$ cat src/rtl/data_memory_responder_if.sv
`default_nettype none
// ============================================================================
// Module      : data_memory_responder_if
// Description : Request/response and byte-wide RAM port bundle for the data
//               memory responder.
// Revision    : 1.0 - initial release
// ============================================================================
interface data_memory_responder_if;
    logic        clearIn;
    logic        readyIn;
    logic [1:0]  accessType;
    logic        readWriteIn;
    logic [31:0] dataAddrIn;
    logic [31:0] dataWriteIn;
    logic        dataValid;
    logic [31:0] dataOut;
    logic        dataWriteSuc;
    logic        memRequest;
    logic        memGrant;
    logic [31:0] memAddr;
    logic        memWrite;
    logic [7:0]  memOut;
    logic [7:0]  memIn;
    logic        ioBufferFull;

    modport slave (
        input  clearIn, readyIn, accessType, readWriteIn, dataAddrIn, dataWriteIn,
        input  memGrant, memIn, ioBufferFull,
        output dataValid, dataOut, dataWriteSuc, memRequest, memAddr, memWrite, memOut
    );

    modport master (
        output clearIn, readyIn, accessType, readWriteIn, dataAddrIn, dataWriteIn,
        output memGrant, memIn, ioBufferFull,
        input  dataValid, dataOut, dataWriteSuc, memRequest, memAddr, memWrite, memOut
    );
endinterface
`default_nettype wire

$ cat src/rtl/data_memory_responder.sv
`default_nettype none
// ============================================================================
// Module      : data_memory_responder
// Description : Serialises one byte/half/word load or store into byte-wide RAM
//               accesses through the shared arbiter and reports completion.
// Revision    : 1.0 - initial release
// ============================================================================
module data_memory_responder #(
    parameter logic [1:0] IO_ADDR_HI = 2'b11
) (
    input  wire                       clockIn,
    input  wire                       resetIn,
    data_memory_responder_if.slave    bus
);

    typedef enum logic [2:0] {
        IDLE       = 3'd0,
        WAIT_GRANT = 3'd1,
        READ       = 3'd2,
        WRITE      = 3'd3,
        RESPOND    = 3'd4
    } state_t;

    state_t      r_state;
    state_t      w_nextState;
    logic [31:0] r_addr;
    logic [31:0] r_writeData;
    logic [31:0] r_dataOut;
    logic [1:0]  r_lastIdx;
    logic [1:0]  r_count;
    logic        r_isRead;

    logic        w_accept;
    logic        w_ioStall;
    logic [1:0]  w_fetchIdx;
    logic        w_memRequest;
    logic [31:0] w_memAddr;
    logic        w_memWrite;
    logic [7:0]  w_memOut;
    logic        w_dataValid;
    logic        w_dataWriteSuc;

    assign w_ioStall  = (r_addr[17:16] == IO_ADDR_HI) && bus.ioBufferFull;
    // Byte 0 is addressed during the grant cycle, so each READ cycle captures
    // one byte while issuing the address of the next.
    assign w_fetchIdx = (r_count == r_lastIdx) ? r_count : r_count + 2'd1;

    always_comb begin
        w_nextState = r_state;
        w_accept    = 1'b0;
        case (r_state)
            IDLE: begin
                if (bus.accessType != 2'b00 && !bus.clearIn) begin
                    w_accept    = 1'b1;
                    w_nextState = WAIT_GRANT;
                end
            end
            WAIT_GRANT: begin
                if (bus.clearIn && r_isRead)
                    w_nextState = IDLE;
                else if (bus.memGrant)
                    w_nextState = r_isRead ? READ : WRITE;
            end
            READ: begin
                if (bus.clearIn)
                    w_nextState = IDLE;
                else if (r_count == r_lastIdx)
                    w_nextState = RESPOND;
            end
            WRITE: begin
                if (!w_ioStall && r_count == r_lastIdx)
                    w_nextState = RESPOND;
            end
            RESPOND:  w_nextState = IDLE;
            default:  w_nextState = IDLE;
        endcase
    end

    always_ff @(posedge clockIn) begin
        if (resetIn) begin
            r_state     <= IDLE;
            r_addr      <= 32'd0;
            r_writeData <= 32'd0;
            r_dataOut   <= 32'd0;
            r_lastIdx   <= 2'd0;
            r_count     <= 2'd0;
            r_isRead    <= 1'b0;
        end else if (bus.readyIn) begin
            r_state <= w_nextState;
            case (r_state)
                IDLE: begin
                    if (w_accept) begin
                        r_addr      <= bus.dataAddrIn;
                        r_writeData <= bus.dataWriteIn;
                        r_isRead    <= bus.readWriteIn;
                        r_count     <= 2'd0;
                        r_lastIdx   <= (bus.accessType == 2'b11) ? 2'd3 :
                                       (bus.accessType == 2'b10) ? 2'd1 : 2'd0;
                        if (bus.readWriteIn)
                            r_dataOut <= 32'd0;
                    end
                end
                WAIT_GRANT: r_count <= 2'd0;
                READ: begin
                    r_dataOut[{r_count, 3'b000} +: 8] <= bus.memIn;
                    r_count <= r_count + 2'd1;
                end
                WRITE: begin
                    if (!w_ioStall)
                        r_count <= r_count + 2'd1;
                end
                default: r_count <= r_count;
            endcase
        end
    end

    always_comb begin
        w_memRequest   = 1'b0;
        w_memAddr      = 32'd0;
        w_memWrite     = 1'b0;
        w_memOut       = 8'd0;
        w_dataValid    = 1'b0;
        w_dataWriteSuc = 1'b0;
        case (r_state)
            WAIT_GRANT: begin
                w_memRequest = 1'b1;
                w_memAddr    = r_addr;
            end
            READ: begin
                w_memRequest = 1'b1;
                w_memAddr    = r_addr + {30'd0, w_fetchIdx};
            end
            WRITE: begin
                w_memRequest = 1'b1;
                w_memAddr    = r_addr + {30'd0, r_count};
                w_memOut     = r_writeData[{r_count, 3'b000} +: 8];
                w_memWrite   = bus.readyIn && !w_ioStall;
            end
            RESPOND: begin
                w_dataValid    = r_isRead;
                w_dataWriteSuc = !r_isRead;
            end
            default: w_memRequest = 1'b0;
        endcase
    end

    assign bus.memRequest   = w_memRequest;
    assign bus.memAddr      = w_memAddr;
    assign bus.memWrite     = w_memWrite;
    assign bus.memOut       = w_memOut;
    assign bus.dataValid    = w_dataValid;
    assign bus.dataWriteSuc = w_dataWriteSuc;
    assign bus.dataOut      = r_dataOut;

endmodule
`default_nettype wire

$ cat src/flat_wrapper.sv
// flat-port wrapper written by rule: the top's interface ports become plain ports
module data_memory_responder_flat 
#(
    parameter logic [1:0] IO_ADDR_HI = 2'b11
)
  (clockIn, resetIn, bus_clearIn, bus_readyIn, bus_accessType, bus_readWriteIn, bus_dataAddrIn, bus_dataWriteIn, bus_memGrant, bus_memIn, bus_ioBufferFull, bus_dataValid, bus_dataOut, bus_dataWriteSuc, bus_memRequest, bus_memAddr, bus_memWrite, bus_memOut);
  data_memory_responder_if bus_i ();
  input  wire clockIn;
  input  wire resetIn;
  input wire logic [$bits(bus_i.clearIn)-1:0] bus_clearIn;
  input wire logic [$bits(bus_i.readyIn)-1:0] bus_readyIn;
  input wire logic [$bits(bus_i.accessType)-1:0] bus_accessType;
  input wire logic [$bits(bus_i.readWriteIn)-1:0] bus_readWriteIn;
  input wire logic [$bits(bus_i.dataAddrIn)-1:0] bus_dataAddrIn;
  input wire logic [$bits(bus_i.dataWriteIn)-1:0] bus_dataWriteIn;
  input wire logic [$bits(bus_i.memGrant)-1:0] bus_memGrant;
  input wire logic [$bits(bus_i.memIn)-1:0] bus_memIn;
  input wire logic [$bits(bus_i.ioBufferFull)-1:0] bus_ioBufferFull;
  output wire logic [$bits(bus_i.dataValid)-1:0] bus_dataValid;
  output wire logic [$bits(bus_i.dataOut)-1:0] bus_dataOut;
  output wire logic [$bits(bus_i.dataWriteSuc)-1:0] bus_dataWriteSuc;
  output wire logic [$bits(bus_i.memRequest)-1:0] bus_memRequest;
  output wire logic [$bits(bus_i.memAddr)-1:0] bus_memAddr;
  output wire logic [$bits(bus_i.memWrite)-1:0] bus_memWrite;
  output wire logic [$bits(bus_i.memOut)-1:0] bus_memOut;
  assign bus_i.clearIn = bus_clearIn;
  assign bus_i.readyIn = bus_readyIn;
  assign bus_i.accessType = bus_accessType;
  assign bus_i.readWriteIn = bus_readWriteIn;
  assign bus_i.dataAddrIn = bus_dataAddrIn;
  assign bus_i.dataWriteIn = bus_dataWriteIn;
  assign bus_i.memGrant = bus_memGrant;
  assign bus_i.memIn = bus_memIn;
  assign bus_i.ioBufferFull = bus_ioBufferFull;
  assign bus_dataValid = bus_i.dataValid;
  assign bus_dataOut = bus_i.dataOut;
  assign bus_dataWriteSuc = bus_i.dataWriteSuc;
  assign bus_memRequest = bus_i.memRequest;
  assign bus_memAddr = bus_i.memAddr;
  assign bus_memWrite = bus_i.memWrite;
  assign bus_memOut = bus_i.memOut;
  data_memory_responder #(.IO_ADDR_HI(IO_ADDR_HI)) u_core (.clockIn(clockIn), .resetIn(resetIn), .bus(bus_i));
endmodule
$ cat config.mk
export PLATFORM = sky130hd
export DESIGN_NAME = data_memory_responder_flat
export DESIGN_NICKNAME = d
export VERILOG_FILES = /design/src/rtl/data_memory_responder_if.sv /design/src/rtl/data_memory_responder.sv /design/src/flat_wrapper.sv
export SDC_FILE = /design/constraint.sdc
export NUM_CORES = 1
export LEC_CHECK = 0
export CORE_MARGIN = 1.5
export CORE_UTILIZATION = 46
export DETAILED_ROUTE_END_ITERATION = 8
export GPL_TIMING_DRIVEN = 1
export HOLD_SLACK_MARGIN = 0.06
export PLACE_DENSITY = 0.87
export REMOVE_ABC_BUFFERS = 1
export SKIP_CTS_REPAIR_TIMING = 1
export SYNTH_ARGS = -nofsm -noshare
export SYNTH_HDL_FRONTEND = slang
export SYNTH_SLANG_ARGS = --single-unit
$ cat constraint.sdc
create_clock -name clockIn -period 4.4 [get_ports clockIn]
set_input_delay 1.1 -clock clockIn [delete_from_list [all_inputs] [get_ports clockIn]]
set_output_delay 1.1 -clock clockIn [all_outputs]
set_load 0.03 [all_outputs]
; ---- Word level (Yosys, flattened, before mapping)
; Cells that the tools add are included.
[word_totals]
latch_bits = 0
mem_count = 0
mem_bits_ro = 0
register_bits = 104
inputBits = 81
ram_bits = 0
[op_classes]
n_shift = 3
n_div = 0
n_bitwise = 0
order_cmp = 0
mul = 0
n_mux = 26
add_sub_neg = 4
n_eq_ne = 15
reduce_logical = 17
[ops]
columns = cell, count
row1 = 32-bit case mux with 3 select lines, 1
row2 = 32-bit by 2-bit adder with 32-bit output, 2
row3 = 32-bit 2-to-1 mux, 2
row4 = 32-bit case mux with 2 select lines, 1
row5 = 32-bit bitwise mux, 1
row6 = 8-bit by 7-bit variable shift with 32-bit output (first input constant), 1
row7 = 32-bit by 6-bit variable part select with 8-bit output, 1
row8 = 8-bit by 7-bit variable part select with 32-bit output, 1
row9 = 3-bit 2-to-1 mux, 6
row10 = 3-bit case mux with 4 select lines, 1
row11 = 1-bit 2-to-1 mux, 8
row12 = 2-bit 2-to-1 mux, 4
row13 = 8-bit 2-to-1 mux, 1
row14 = 2-bit case mux with 4 select lines, 1
row15 = 4-bit AND reduction, 2
row16 = 5-bit negator with 7-bit output, 1
row17 = 2-bit == test (second input constant), 3
row18 = 3-bit by 2-bit == test with 1-bit output (second input constant), 2
row19 = 2-bit by 1-bit != test with 1-bit output (second input constant), 3
row20 = 3-bit by 2-bit != test with 1-bit output (second input constant), 2
row21 = 1-bit logical AND, 5
row22 = 5-bit AND reduction, 1
row23 = 2-bit != test (second input constant), 2
row24 = 2-bit nonzero test, 2
row25 = other kinds (9), 11

; ---- Longest topological paths before layout
[depth]
ltp_word = 6
depth_mapped = 13
ltp_nobuf = 12

; ---- Worst setup path after synthesis
; No wires, ideal clock.
[synth_path]
path_kind = register -> output
start = register u_core.r_count[1]
end = output port bus_memAddr[16]
arrival_time_ns = 3.557
slack_ns = -0.257
path_stages_with_launch = 11
n_path_buf = 2
t_required_ns = 3.300
path_cell_list = dfxtp_1 clkbuf_1 inv_1 ha_1 mux2_2 inv_1 fa_1 and4b_1 clkbuf_1 nand3_1 o41ai_1
[synth_between]
elab_chain_len = 4
word_cells_on_any_way = 6
[synth_lines]
columns = item, line
row1 = "start, declared", data_memory_responder.sv:30  ; logic [1:0] r_count;
row2 = "start signal, assigned", data_memory_responder.sv:106  ; r_count <= r_count + 2'd1;
row3 = "start signal, assigned", data_memory_responder.sv:110  ; r_count <= r_count + 2'd1;
row4 = "start signal, assigned", data_memory_responder.sv:112  ; default: r_count <= r_count;
row5 = 2-bit by 1-bit adder with 2-bit output or 2-bit == test (tied branches), data_memory_responder.sv:46  ; assign w_fetchIdx = (r_count == r_lastIdx) ? r_count : r_count + 2'd1;
row6 = 2-bit 2-to-1 mux, data_memory_responder.sv:46
row7 = 32-bit by 2-bit adder with 32-bit output, data_memory_responder.sv:131  ; w_memAddr = r_addr + {30'd0, w_fetchIdx};
row8 = 32-bit case mux with 3 select lines *, data_memory_responder.sv:124  ; case (r_state)
row9 = "end, declared", flat_wrapper.sv:23  ; output wire logic [$bits(bus_i.memAddr)-1:0] bus_memAddr;
; Every way passes the cells marked *; elsewhere a longest branch is shown, timed or not.

; ---- Worst setup path after layout
[layout_path]
start = register u_core.r_count[1]
end = output port bus_memAddr[26]
; Same word-level chain as after synthesis.

==> flow_metrics.py <==
metrics = {
    "timing": {
        "slew_viol_final": 0,
        "fmax_ghz": 0.229,
        "setup_viol": 0,
        "fin_worst_skew_ns": 0.00990,
        "maxSlewHeadroom": 0.268,
        "period_share": 0.991,
        "finalCriticalPeriod_ns": 4.36,
        "tightest_slew_ns": 1.10,
        "holdWs_ns": 0.453,
        "finalHoldViolations": 0,
    },
    "routing": {
        "top_layer": "met4",
        "drtPass1Iterations": 5,
        "wl_met3_mm": 1.13,
        "drc": 0,
        "wl_met1_mm": 6.90,
        "postRouteAntennaNets": 0,
        "initialDrtViolationCount": 558,
        "met2_length_mm": 7.70,
        "via_per_inst": 5.80,
        "vias": 5839,
        "wl_mm": 16.1,
        "routedWlPerCell_um": 16.0,
    },
    "floorplan": {
        "dieHeight_um": 111,
        "die_area_um2": 12300,
        "rows": 39,
        "core_area_um2": 11400,
        "ios": 157,
        "initial_core_util": 0.471,
        "die_w_um": 111,
    },
    "synthesis": {
        "synth-edff-count": 0,
        "ys_warn_count": 0,
        "synthSimpleGateAreaFrac": 0.274,
        "synthCells": 712,
        "synth.avg_cell_area_um2": 7.55,
        "ys_seq_elements": 104,
        "synth_area_um2": 5380,
        "synthMuxAreaShare": 0.0417,
        "synth_flop_cell": "dfxtp_1",
        "synthDistinctLibCells": 61,
        "synth_seq_area_share": 0.387,
        "synth_compound_area_frac": 0.216,
        "synth_top_family_by_area": "simple AND/OR/NAND/NOR gates",
        "synth_adder_area_share": 0.0200,
        "synth-async-reset-ratio": 0,
        "synthXorXnorAreaFrac": 0.0130,
    },
    "final_layout": {
        "area_delta_synth_final_pct": 39.3,
        "drive_gt1_frac": 0.125,
        "diodes": 0,
        "final_nets": 948,
        "mostFrequentLayoutCells": "nand2_1, clkdlybuf4s50_1, a21oi_1",
        "finalInstanceArea_um2": 7490,
        "final_common_cell": "nand2_1",
    },
    "place": {
        "gp_congestion": 0.887,
        "place_area_um2": 7070,
        "portBuffers": 156,
        "post-dp-hpwl_mm": 10.9,
    },
    "critical_path": {
        "path_cells": "xnor2_2, nand2_1, nand2_2, xnor2_1, ha_2, inv_1, fa_2, and4b_2, buf_4, and3_4, buf_4, a31oi_1, a221o_1, buf_4",
        "slowest_stage": "dfxtp_2",
        "criticalPathCategory": "reg2out",
        "r2r_cells": 6,
        "worstPathMaxFanout": 5,
        "setup.reg_to_reg.worst_slack_ns": 1.73,
        "max_stage_delay_ns": 0.36,
        "rr_endpoint": "u_core.bus.dataOut[19]$_SDFFE_PP0P_",
        "startpoint": "u_core.r_count[1]$_SDFFE_PP0P_",
        "crit_top_cell": "buf_4",
        "r2r-start": "u_core.r_state[2]$_SDFFE_PP0P_",
        "arrival_ns": 3.26,
        "crit_path_end_kind": "output port",
        "cp.required_ns": 3.30,
        "critPathLaunchType": "flop",
    },
    "global_routing": {
        "grt_pass1_wl_mm": 25.7,
        "grt_max_degree": 106,
        "grt_pass1_vias": 5260,
        "grt_overflow": 0,
        "grt_use_total": 0.252,
        "antenna_found_initial": 0,
    },
    "job": {
        "max-cap-violations": 0,
    },
    "run_status": {
        "status": "finished clean",
    },
    "power_and_ir_drop": {
        "vdd_drop_max_mv": 0.249,
        "p_leak_nw": 2.70,
        "p_per_area_nw_per_um2": 299,
    },
    "clock_tree": {
        "clk_pin_slew_ns": 0.08,
        "cts_tree": "yes",
        "cts_buffer_depth": 2,
        "cts_buffers": 9,
        "clock_latency_ns": 0.34,
        "htree_levels": 3,
        "cts-root-buf": "clkbuf_16",
        "clkSinkCount": 104,
    },
    "worst_hold_path": {
        "hold_start": "u_core.bus.dataOut[16]$_SDFFE_PP0P_",
        "hp-class": "reg2reg",
        "hold_end": "u_core.bus.dataOut[16]$_SDFFE_PP0P_",
        "hold_path_depth": 2,
    },
}
state kept, by name (all words and copies together) (netlist names):
| name | flops |
|---|---|
| u_core.bus.dataOut | 32 |
| u_core.r_writeData | 32 |
| u_core.r_count | 2 |
| u_core.r_state | 3 |
| u_core.r_isRead | 1 |
| u_core.r_lastIdx | 2 |
| u_core.r_addr | 32 |
cell usage after synthesis, types with 4 or more instances:
cell type | n | area [um2]
nand2_1 | 196 | 736
a21oi_1 | 115 | 576
dfxtp_1 | 104 | 2080
nand3_1 | 35 | 175
clkbuf_1 | 31 | 116
nor2_1 | 22 | 82.6
o21ai_0 | 21 | 105
buf_2 | 15 | 75.1
and3_1 | 14 | 87.6
inv_1 | 13 | 48.8
a31oi_1 | 12 | 75.1
nand4_1 | 10 | 62.6
nor2b_1 | 10 | 62.6
mux4_2 | 8 | 180
o2111ai_1 | 8 | 70.1
ha_1 | 7 | 87.6
nor3_1 | 6 | 30.0
nor4_1 | 6 | 37.5
xnor2_1 | 5 | 43.8
a22oi_1 | 4 | 30.0
a311oi_1 | 4 | 35.0
o21ai_1 | 4 | 20.0
stage by stage:
step	util	power [mW]	TNS [ns]	setup WS [ns]	instances
3_5_place_dp	0.619	1.38	0	0.0282	986
2_1_floorplan	-	1.20	-132.94	-2.23	663
3_3_place_gp	0.619	1.37	0	0.0748	986
5_1_grt	0.656	2.33	-0.320	-0.0783	1007
4_1_cts	0.647	2.24	-1.85	-0.417	1002
6_report	0.656	2.24	0	0.0406	1007
power breakdown:
group / leakage (nW) / internal [mW] / switching (mW)
sequential: 0.844 / 0.975 / 0.0327
combinational: 1.70 / 0.157 / 0.204
clock: 0.153 / 0.503 / 0.366
cell type report:
type | count | area, um2
clock inverters | 6 | 90.1
well taps | 143 | 179
flip-flops and latches | 104 | 2080
fillers | 985 | 3930
repair buffers | 185 | 1750
clock buffers | 10 | 229
multi-input cells | 545 | 3100
inverters | 14 | 52.6
worst max path at each step:
stage	to	cells past startpoint
after floorplan	u_core.r_lastIdx[1]$_SDFFE_PP0P_	5
after global placement	bus_memAddr[16]	13
after detailed placement	bus_memAddr[16]	13
after CTS	bus_memAddr[16]	13
after global routing	bus_memAddr[14]	14
final	bus_memAddr[26]	14
critical path: cells and delay by family, from the launching register on:
| family | cells | cell delay, ns |
|---|---|---|
| and+or+nand+nor | 4 | 0.75 |
| adders and majority gates | 2 | 0.57 |
| buffers and inverters | 4 | 0.52 |
| AOI/OAI and AO/OA | 2 | 0.36 |
| DFF | 1 | 0.36 |
| xor gates and xnor gates | 2 | 0.34 |
routing by layer:
metal | vias up | track usage
li1 | 2814 | -
met1 | 2701 | 0.343
met2 | 285 | 0.405
met3 | 39 | 0.0421
met4 | 0 | 0.0911
met5 | - | 0
cells by family after synthesis:
group	Yosys count
multiplexers	12
AO/OA/AOI/OAI	198
adder cells (fa/ha/maj)	8
flip-flops	104
XOR/XNOR	8
buffers and inverters	63
AND/OR/NAND/NOR	319
No activity file was read; power rests on OpenSTA's default activity.
